===== config.mk =====
export PLATFORM = sky130hd
export DESIGN_NAME = shifter_arbiter
export DESIGN_NICKNAME = d
export VERILOG_FILES = /design/src/rtl/shifter_arbiter.sv
export SDC_FILE = /design/constraint.sdc
export NUM_CORES = 1
export LEC_CHECK = 0
export ABC_AREA = 1
export BUFFER_PORTS_ARGS = -buffer_cell sky130_fd_sc_hd__buf_2
export CELL_PAD_IN_SITES_DETAIL_PLACEMENT = 1
export CELL_PAD_IN_SITES_GLOBAL_PLACEMENT = 2
export CORE_MARGIN = 3
export CORE_UTILIZATION = 18
export CTS_CLUSTER_SIZE = 40
export DETAILED_ROUTE_END_ITERATION = 10
export PLACE_DENSITY = 0.94
export SLEW_MARGIN = 40
export SYNTH_ARGS = -nofsm -noshare
export SYNTH_HDL_FRONTEND = slang
export SYNTH_SLANG_ARGS = --single-unit

===== constraint.sdc =====
create_clock -name clk -period 3.3 [get_ports clk]
set_input_delay 0.33 -clock clk [delete_from_list [all_inputs] [get_ports clk]]
set_output_delay 0.33 -clock clk [all_outputs]
set_load 0.02 [all_outputs]

===== src/rtl/shifter_arbiter.sv =====
// Two-port arbiter in front of a shared combinational shifter. Each port owns a
// one-entry registered response slot; at most one request is granted per cycle.
module shifter_arbiter #(
   parameter int DATA_W  = 32,
   parameter int SHAMT_W = 5,
   parameter int OP_W    = 3,
   parameter int RR_EN   = 1
) (
   input  logic               clk,
   input  logic               rst,
   input  logic               req0_valid,
   output logic               req0_ready,
   input  logic [DATA_W-1:0]  req0_rs,
   input  logic [DATA_W-1:0]  req0_rt,
   input  logic [SHAMT_W-1:0] req0_shamt,
   input  logic [OP_W-1:0]    req0_op,
   output logic               rsp0_valid,
   input  logic               rsp0_ready,
   output logic [DATA_W-1:0]  rsp0_data,
   input  logic               req1_valid,
   output logic               req1_ready,
   input  logic [DATA_W-1:0]  req1_rs,
   input  logic [DATA_W-1:0]  req1_rt,
   input  logic [SHAMT_W-1:0] req1_shamt,
   input  logic [OP_W-1:0]    req1_op,
   output logic               rsp1_valid,
   input  logic               rsp1_ready,
   output logic [DATA_W-1:0]  rsp1_data,
   output logic [DATA_W-1:0]  sh_rs,
   output logic [DATA_W-1:0]  sh_rt,
   output logic [SHAMT_W-1:0] sh_shamt,
   output logic [OP_W-1:0]    sh_op,
   input  logic [DATA_W-1:0]  sh_out
);

   logic              slot_free0, slot_free1;
   logic              elig0, elig1;
   logic              grant0, grant1;
   logic              rsp0_valid_q, rsp0_valid_d;
   logic              rsp1_valid_q, rsp1_valid_d;
   logic [DATA_W-1:0] rsp0_data_q, rsp0_data_d;
   logic [DATA_W-1:0] rsp1_data_q, rsp1_data_d;
   logic              rr_ptr_q, rr_ptr_d;

   // A slot draining this cycle counts as free, so a full slot refills without a bubble.
   always_comb begin
      slot_free0 = !rsp0_valid_q || rsp0_ready;
      slot_free1 = !rsp1_valid_q || rsp1_ready;
      elig0      = req0_valid && slot_free0 && !rst;
      elig1      = req1_valid && slot_free1 && !rst;
      grant0     = elig0;
      grant1     = elig1;
      if (elig0 && elig1) begin
         grant1 = (RR_EN != 0) && rr_ptr_q;
         grant0 = !grant1;
      end
   end

   always_comb begin
      sh_rs    = '0;
      sh_rt    = '0;
      sh_shamt = '0;
      sh_op    = '0;
      if (grant0) begin
         sh_rs    = req0_rs;
         sh_rt    = req0_rt;
         sh_shamt = req0_shamt;
         sh_op    = req0_op;
      end else if (grant1) begin
         sh_rs    = req1_rs;
         sh_rt    = req1_rt;
         sh_shamt = req1_shamt;
         sh_op    = req1_op;
      end
   end

   always_comb begin
      rsp0_valid_d = rsp0_valid_q && !rsp0_ready;
      rsp1_valid_d = rsp1_valid_q && !rsp1_ready;
      rsp0_data_d  = rsp0_data_q;
      rsp1_data_d  = rsp1_data_q;
      rr_ptr_d     = rr_ptr_q;
      if (grant0) begin
         rsp0_valid_d = 1'b1;
         rsp0_data_d  = sh_out;
      end
      if (grant1) begin
         rsp1_valid_d = 1'b1;
         rsp1_data_d  = sh_out;
      end
      // Pointer moves to the port that did not just win.
      if ((RR_EN != 0) && (grant0 || grant1)) rr_ptr_d = grant0;
   end

   always_ff @(posedge clk) begin
      if (rst) begin
         rsp0_valid_q <= 1'b0;
         rsp1_valid_q <= 1'b0;
         rsp0_data_q  <= '0;
         rsp1_data_q  <= '0;
         rr_ptr_q     <= 1'b0;
      end else begin
         rsp0_valid_q <= rsp0_valid_d;
         rsp1_valid_q <= rsp1_valid_d;
         rsp0_data_q  <= rsp0_data_d;
         rsp1_data_q  <= rsp1_data_d;
         rr_ptr_q     <= rr_ptr_d;
      end
   end

   assign req0_ready = grant0;
   assign req1_ready = grant1;
   assign rsp0_valid = rsp0_valid_q;
   assign rsp1_valid = rsp1_valid_q;
   assign rsp0_data  = rsp0_data_q;
   assign rsp1_data  = rsp1_data_q;

endmodule


==> results of run 1 <==
[where the power goes]
part | internal (mW) | switching [mW]
combinational | 0.254 | 0.469
sequential | 0.868 | 0.0290
clock | 0.610 | 0.383
total | 1.73 | 0.881
[per-stage QoR]
stage	hold slack (ns)	worst slack [ns]	utilization [%]	area (µm²)	cells
floorplan	0.399	1.71	-	3820	648
global placement	0.457	1.13	26.9	5540	1196
detailed placement	0.464	1.12	26.9	5540	1196
CTS	0.215	0.972	28.4	5840	1212
global route	0.243	0.827	28.4	5840	1212
finish	0.236	0.979	28.4	5840	1213
[flip-flops by register name (all words and copies together) (netlist names)]
name,count
rr_ptr_q,1
rsp1_valid,1
rsp1_data,32
rsp0_valid,1
rsp0_data,32
[logic make-up after synthesis]
group	after synthesis	synth area share (%)
compound gates	67	8.78
simple gates	423	44.2
flops	67	35.1
buf+inv	91	11.9
[worst max-delay path: stages, from the launching register on]
cell	delay, ns
dfxtp_1	0.34
nand2_1	0.10
nand3_2	0.09
nand2_2	0.07
inv_4	0.51
nand2_1	0.22
nand2_1	0.11
buf_2	0.16
[worst max path at each step]
stage	start	endpoint	slack, ns
after global placement	rst	sh_rs[29]	1.13
after floorplan	rsp1_valid	sh_rs[22]	1.71
final	rsp1_valid	sh_rs[29]	0.98
after CTS	rsp1_valid	sh_rs[29]	0.97
after detailed placement	rst	sh_rs[29]	1.12
after global routing	rsp1_valid	sh_rs[29]	0.83
[cell usage after synthesis]
cell type    n  share of area (%)
nand3_2      1               0.26
inv_2        2               0.20
a21oi_1     66                8.6
nand3_1     65                8.5
buf_4       12                2.4
inv_1       39                3.8
nor2_1      69                6.8
buf_2       29                3.8
nor2_2       1               0.16
o21ai_1      1               0.13
nand2_1    285                 28
buf_6        4                1.2
dfxtp_1     67                 35
nor2_4       1               0.29
clkbuf_1     2               0.20
nand2_2      1               0.16
buf_1        2               0.20
inv_4        1               0.16
[layer usage]
layer  vias to the layer above  track usage (%)
li1                       2581                -
met1                      2344             16.9
met2                       191             28.7
met3                        27             5.03
met4                         4             6.20
met5                         -                0
[cell type report]
class                   count  area [µm²]  share of cell area, %
multi-input cells         490        2030                   34.8
repair buffers            327        1660                   28.5
flip-flops and latches     67        1340                   23.0
well taps                 270         338                   5.78
clock buffers              11         243                   4.15
inverters                  42         160                   2.74
clock inverters             5        61.3                   1.05
diodes                      1        2.50                 0.0428
==> results.sh, run 1 <==
export IMPL_hold_viol_final=0
export IMPL_initial_core_util_pct=18.6
export IMPL_peakVddDrop_v=0.000222
export IMPL_drc=0
export IMPL_io_buffers=321
export IMPL_clockBufferDepth=2
export IMPL_via_per_inst=4.24
export IMPL_min_from="rst"
export IMPL_final_common_cell="buf_2"
export IMPL_antenna_left=0
export IMPL_yosysSeqAreaShare_pct=35.1
export IMPL_cts_htree_levels=3
export IMPL_avgSynthCellArea_um2=5.89
export IMPL_num_fill_cells=2763
export IMPL_synth_seq_cells=67
export IMPL_tns_ns=0
export IMPL_syn_inst=648
export IMPL_status="completed"
export IMPL_fp_dieH_um=152
export IMPL_ios=322
export IMPL_path_clk_slew_ns=0.05
export IMPL_die_w_um=152
export IMPL_hold_end="rsp1_valid"
export IMPL_drt_iter0_markers=117
export IMPL_power_leakage_nw=3.48
export IMPL_hold_class="primary input to flop"
export IMPL_max_slew_margin_pct=50.7
export IMPL_wl_um=19800
export IMPL_cts_tree="done"
export IMPL_ys_warn_count=0
export IMPL_start_kind="flop"
export IMPL_place_gp_congestion=0.806
export IMPL_syn_area_mm2=0.00382
export IMPL_cp_required_ns=2.97
export IMPL_synth_cell_type_count=18
export IMPL_p_per_area_mw_per_mm2=447
export IMPL_reg2reg_to="rsp1_data[2]"
export IMPL_clock_fmax_ghz=0.431
export IMPL_finalMaxSlewViolations=0
export IMPL_grt_pass1_wl_um=27800
export IMPL_arrival_ns=1.99
export IMPL_routedWlPerCell_um=16.3
export IMPL_place_hpwl_um=15300
export IMPL_dr_pass1_iters=4
export IMPL_cts_resized=0
export IMPL_num_rows=52
export IMPL_layout_drive_gt1_share_pct=37.2
export IMPL_cts_made_buffers=9
export IMPL_area_growth_pct=53.0
export IMPL_p_total_mw=2.61
export IMPL_worstSetupPathType="flop to output port"
export IMPL_end_kind="output port"
export IMPL_ctsHoldBuffers=0
export IMPL_maxCapViolCount=0
export IMPL_antenna_found_initial=2
export IMPL_grt_usage_pct=15.8
export IMPL_worst_slew_pin_slew_ns=0.739
export IMPL_fin_nets=1119
export IMPL_r2r_slack_ns=1.69
export IMPL_routed_top_layer="met5"
export IMPL_clockRootBuffer="clkbuf_16"
export IMPL_wl_met1_um=7320
export IMPL_skew_ns=0.00528
export IMPL_hold_depth=2
export IMPL_core_area_mm2=0.0206
export IMPL_fin_crit_ns=2.32
export IMPL_met3_wirelength_um=1970
export IMPL_synth_nets=830
export IMPL_r2r_start="rsp0_valid"
export IMPL_overflow=0
export IMPL_grt_max_degree=74
export IMPL_cts_sinks=67
export IMPL_ff2ff_path_depth=6
export IMPL_vias=5147
export IMPL_fp_dieArea_mm2=0.0230
export IMPL_first_global_vias=4914
export IMPL_cts_setup_buffers=0
export IMPL_grt_setup_unrepaired="no"
export IMPL_fin_crit_sh_pct=70.3
export IMPL_setup_viol=0
export IMPL_final_cell_mix="buf_2, nand2_1, nor2_1"
export IMPL_wl_met2_um=9780
export IMPL_crit_path_max_fanout=73
export IMPL_worstSkewPairLatency_ns=0.34
(Power assumes the default switching activity.)
==> run 2, diff against run 1 <==
Settings changed: ABC_AREA 1 to 0, PLACE_DENSITY 0.94 to 0.87.
Clock period 3.3 ns to 2.1 ns, I/O delays scaled along.
==> results.sh, run 2 <==
export IMPL_grt_usage_pct=14.2
export IMPL_finalMaxSlewViolations=0
export IMPL_cts_htree_levels=3
export IMPL_ios=322
export IMPL_maxCapViolCount=0
export IMPL_synthMuxAreaShare_pct=0
export IMPL_antennaDiodeCount=0
export IMPL_cts_made_buffers=9
export IMPL_synth_cell_type_count=23
export IMPL_first_global_vias=4845
export IMPL_synthAdderAreaFrac_pct=0
export IMPL_skew_ns=0.00753
export IMPL_synth_top_area_share_pct=33.7
export IMPL_core_area_mm2=0.0214
export IMPL_clockRootBuffer="clkbuf_16"
export IMPL_ys_warn_count=0
export IMPL_synth_seq_cells=67
export IMPL_worstSetupPathType="flop to output port"
export IMPL_worstSkewPairLatency_ns=0.34
export IMPL_start_kind="flop"
export IMPL_fin_nets=980
export IMPL_end_kind="output port"
export IMPL_routedWlPerCell_um=18.1
export IMPL_worst_slew_pin_slew_ns=0.496
export IMPL_synthArstFlopShare_pct=0
export IMPL_num_rows=53
export IMPL_grt_pass1_wl_um=27300
export IMPL_yosysSeqAreaShare_pct=33.7
export IMPL_drt_iter0_markers=144
export IMPL_synth_xor_area_share_pct=0
export IMPL_antenna_left=0
export IMPL_synth_compound_area_share_pct=36.4
export IMPL_whs_ns=0.129
export IMPL_via_per_inst=4.47
export IMPL_path_clk_slew_ns=0.06
export IMPL_synthTopCellsByArea="dfxtp_1, a22oi_2, nor2_2"
export IMPL_synth_top_family_by_area="compound AO/OA/AOI/OAI gates"
export IMPL_fin_crit_sh_pct=99.1
export IMPL_postLayoutCoreUtil_pct=32.6
export IMPL_max_slew_margin_pct=66.9
export IMPL_clockBufferDepth=2
export IMPL_die_w_um=155
export IMPL_crit_path_max_fanout=4
export IMPL_place_hpwl_um=13500
export IMPL_wl_um=19600
export IMPL_yosys_top_cells_count="a22oi_2, nor2_2, dfxtp_1"
export IMPL_power_leakage_nw=3.08
export IMPL_final_common_cell="buf_2"
export IMPL_overflow=0
export IMPL_clock_fmax_ghz=0.481
export IMPL_drc=0
export IMPL_area_growth_pct=74.7
export IMPL_grt_setup_unrepaired="yes"
export IMPL_ctsHoldBuffers=0
export IMPL_fp_dieH_um=155
export IMPL_peakVddDrop_v=0.000346
export IMPL_setup_viol=0
export IMPL_cp_required_ns=1.89
export IMPL_num_fill_cells=2622
export IMPL_synth_area_leader_cell="dfxtp_1"
export IMPL_syn_inst=471
export IMPL_io_buffers=321
export IMPL_final_cell_mix="buf_2, a22oi_2, nor2_2"
export IMPL_avgSynthCellArea_um2=8.44
export IMPL_fin_crit_ns=2.08
export IMPL_tns_ns=0
export IMPL_p_per_area_mw_per_mm2=642
export IMPL_synth_simple_gate_area_share_pct=22.7
export IMPL_synth_edf_count=0
export IMPL_hold_viol_final=0
export IMPL_place_ws_ns=0.170
export IMPL_synth_ff_type="dfxtp_1"
export IMPL_syn_area_mm2=0.00398
export IMPL_grt_max_degree=75
export IMPL_cts_sinks=67
export IMPL_initial_core_util_pct=18.6
export IMPL_fp_dieArea_mm2=0.0239
export IMPL_antenna_found_initial=0
export IMPL_synth_nets=653
export IMPL_place_gp_congestion=0.886
export IMPL_cts_tree="done"
export IMPL_arrival_ns=1.87
export IMPL_vias=4823
export IMPL_finalWorstSetupSlack_ns=0.0197
export IMPL_dr_pass1_iters=4
export IMPL_layout_drive_gt1_share_pct=66.5
export IMPL_status="completed"
export IMPL_hold_class="primary input to flop"
==> run 2: cell types whose count changed in the layout (fill, tap and decap cells not counted), moves of 41 or more <==
| cell | previous run | this run |
|---|---|---|
| a22oi_2 | 0 | 71 |
| buf_2 | 321 | 257 |
| buf_4 | 5 | 46 |
| buf_6 | 0 | 44 |
| nand2_1 | 285 | 65 |
| nor2_1 | 69 | 6 |
| nor2_2 | 0 | 71 |
==> run 2: what timing repair did <==
| action | in CTS | in global routing |
|---|---|---|
| gates resized for setup | 26 | 92 |
| gates cloned | 1 | 12 |
| pin swaps | 1 | 17 |
| setup endpoints to repair | 65 | 69 |
| buffers inserted | 9 | 5 |
==> run 2: area by class of cell <==
type                            count  area, µm²  area share (%)
Inverter                            1       3.75          0.0540
Timing Repair Buffer              365       2540            36.6
Sequential cell                    67       1340            19.3
Tap cell                          275        344            4.95
Clock inverter                      7       76.3            1.10
Clock buffer                        9        225            3.24
Multi-Input combinational cell    354       2410            34.7
==> run 2: path summary, 6_finish.rpt <==
kind / slack, ns / end / cells past startpoint / startpoint
min: 0.13 / rsp1_data[25] / 3 / sh_out[25]
min reg2reg: 0.45 / rsp1_data[10] / 2 / rsp1_data[10]
max reg2reg: 0.51 / rsp0_data[9] / 6 / rsp1_valid
max: 0.02 / sh_op[2] / 8 / rsp1_valid
==> run 2: report_power, final <==
group	total [mW]	internal [mW]	switching (mW)
clock network	1.51	0.924	0.587
registers	1.38	1.35	0.0360
logic	1.57	0.702	0.871
==> run 2: cells by family (layout without fill, tap and decap cells) <==
kind of cell	count (synthesis)	in the layout
DFF	67	67
buffers and inverters	51	382
and+or+nand+nor	178	178
AOI/OAI and AO/OA	175	176
==> run 2: routing by layer <==
metal	part of all wire, %	track usage, %	up-vias
met2	52	25.3	187
met4	1.0	2.90	0
met3	6.8	4.25	13
li1	-	-	2323
met5	0	0	-
met1	40	17.0	2300
==> run 2: worst max-delay path, cell delays in order (launching register included) <==
cell and delay (ns):
dfxtp_2 0.35, nand2b_4 0.07, a311oi_4 0.37, buf_4 0.19
clkbuf_16 0.13, buf_8 0.10, a22oi_2 0.05, nor2_2 0.13
buf_6 0.13
==> run 2: through the flow <==
stage	cells	instance area, µm²	power [mW]
2_1_floorplan	471	3980	2.20
3_3_place_gp	1035	5920	2.72
3_5_place_dp	1035	5920	2.74
4_1_cts	1061	6390	4.34
5_1_grt	1078	6950	4.71
6_report	1078	6950	4.47
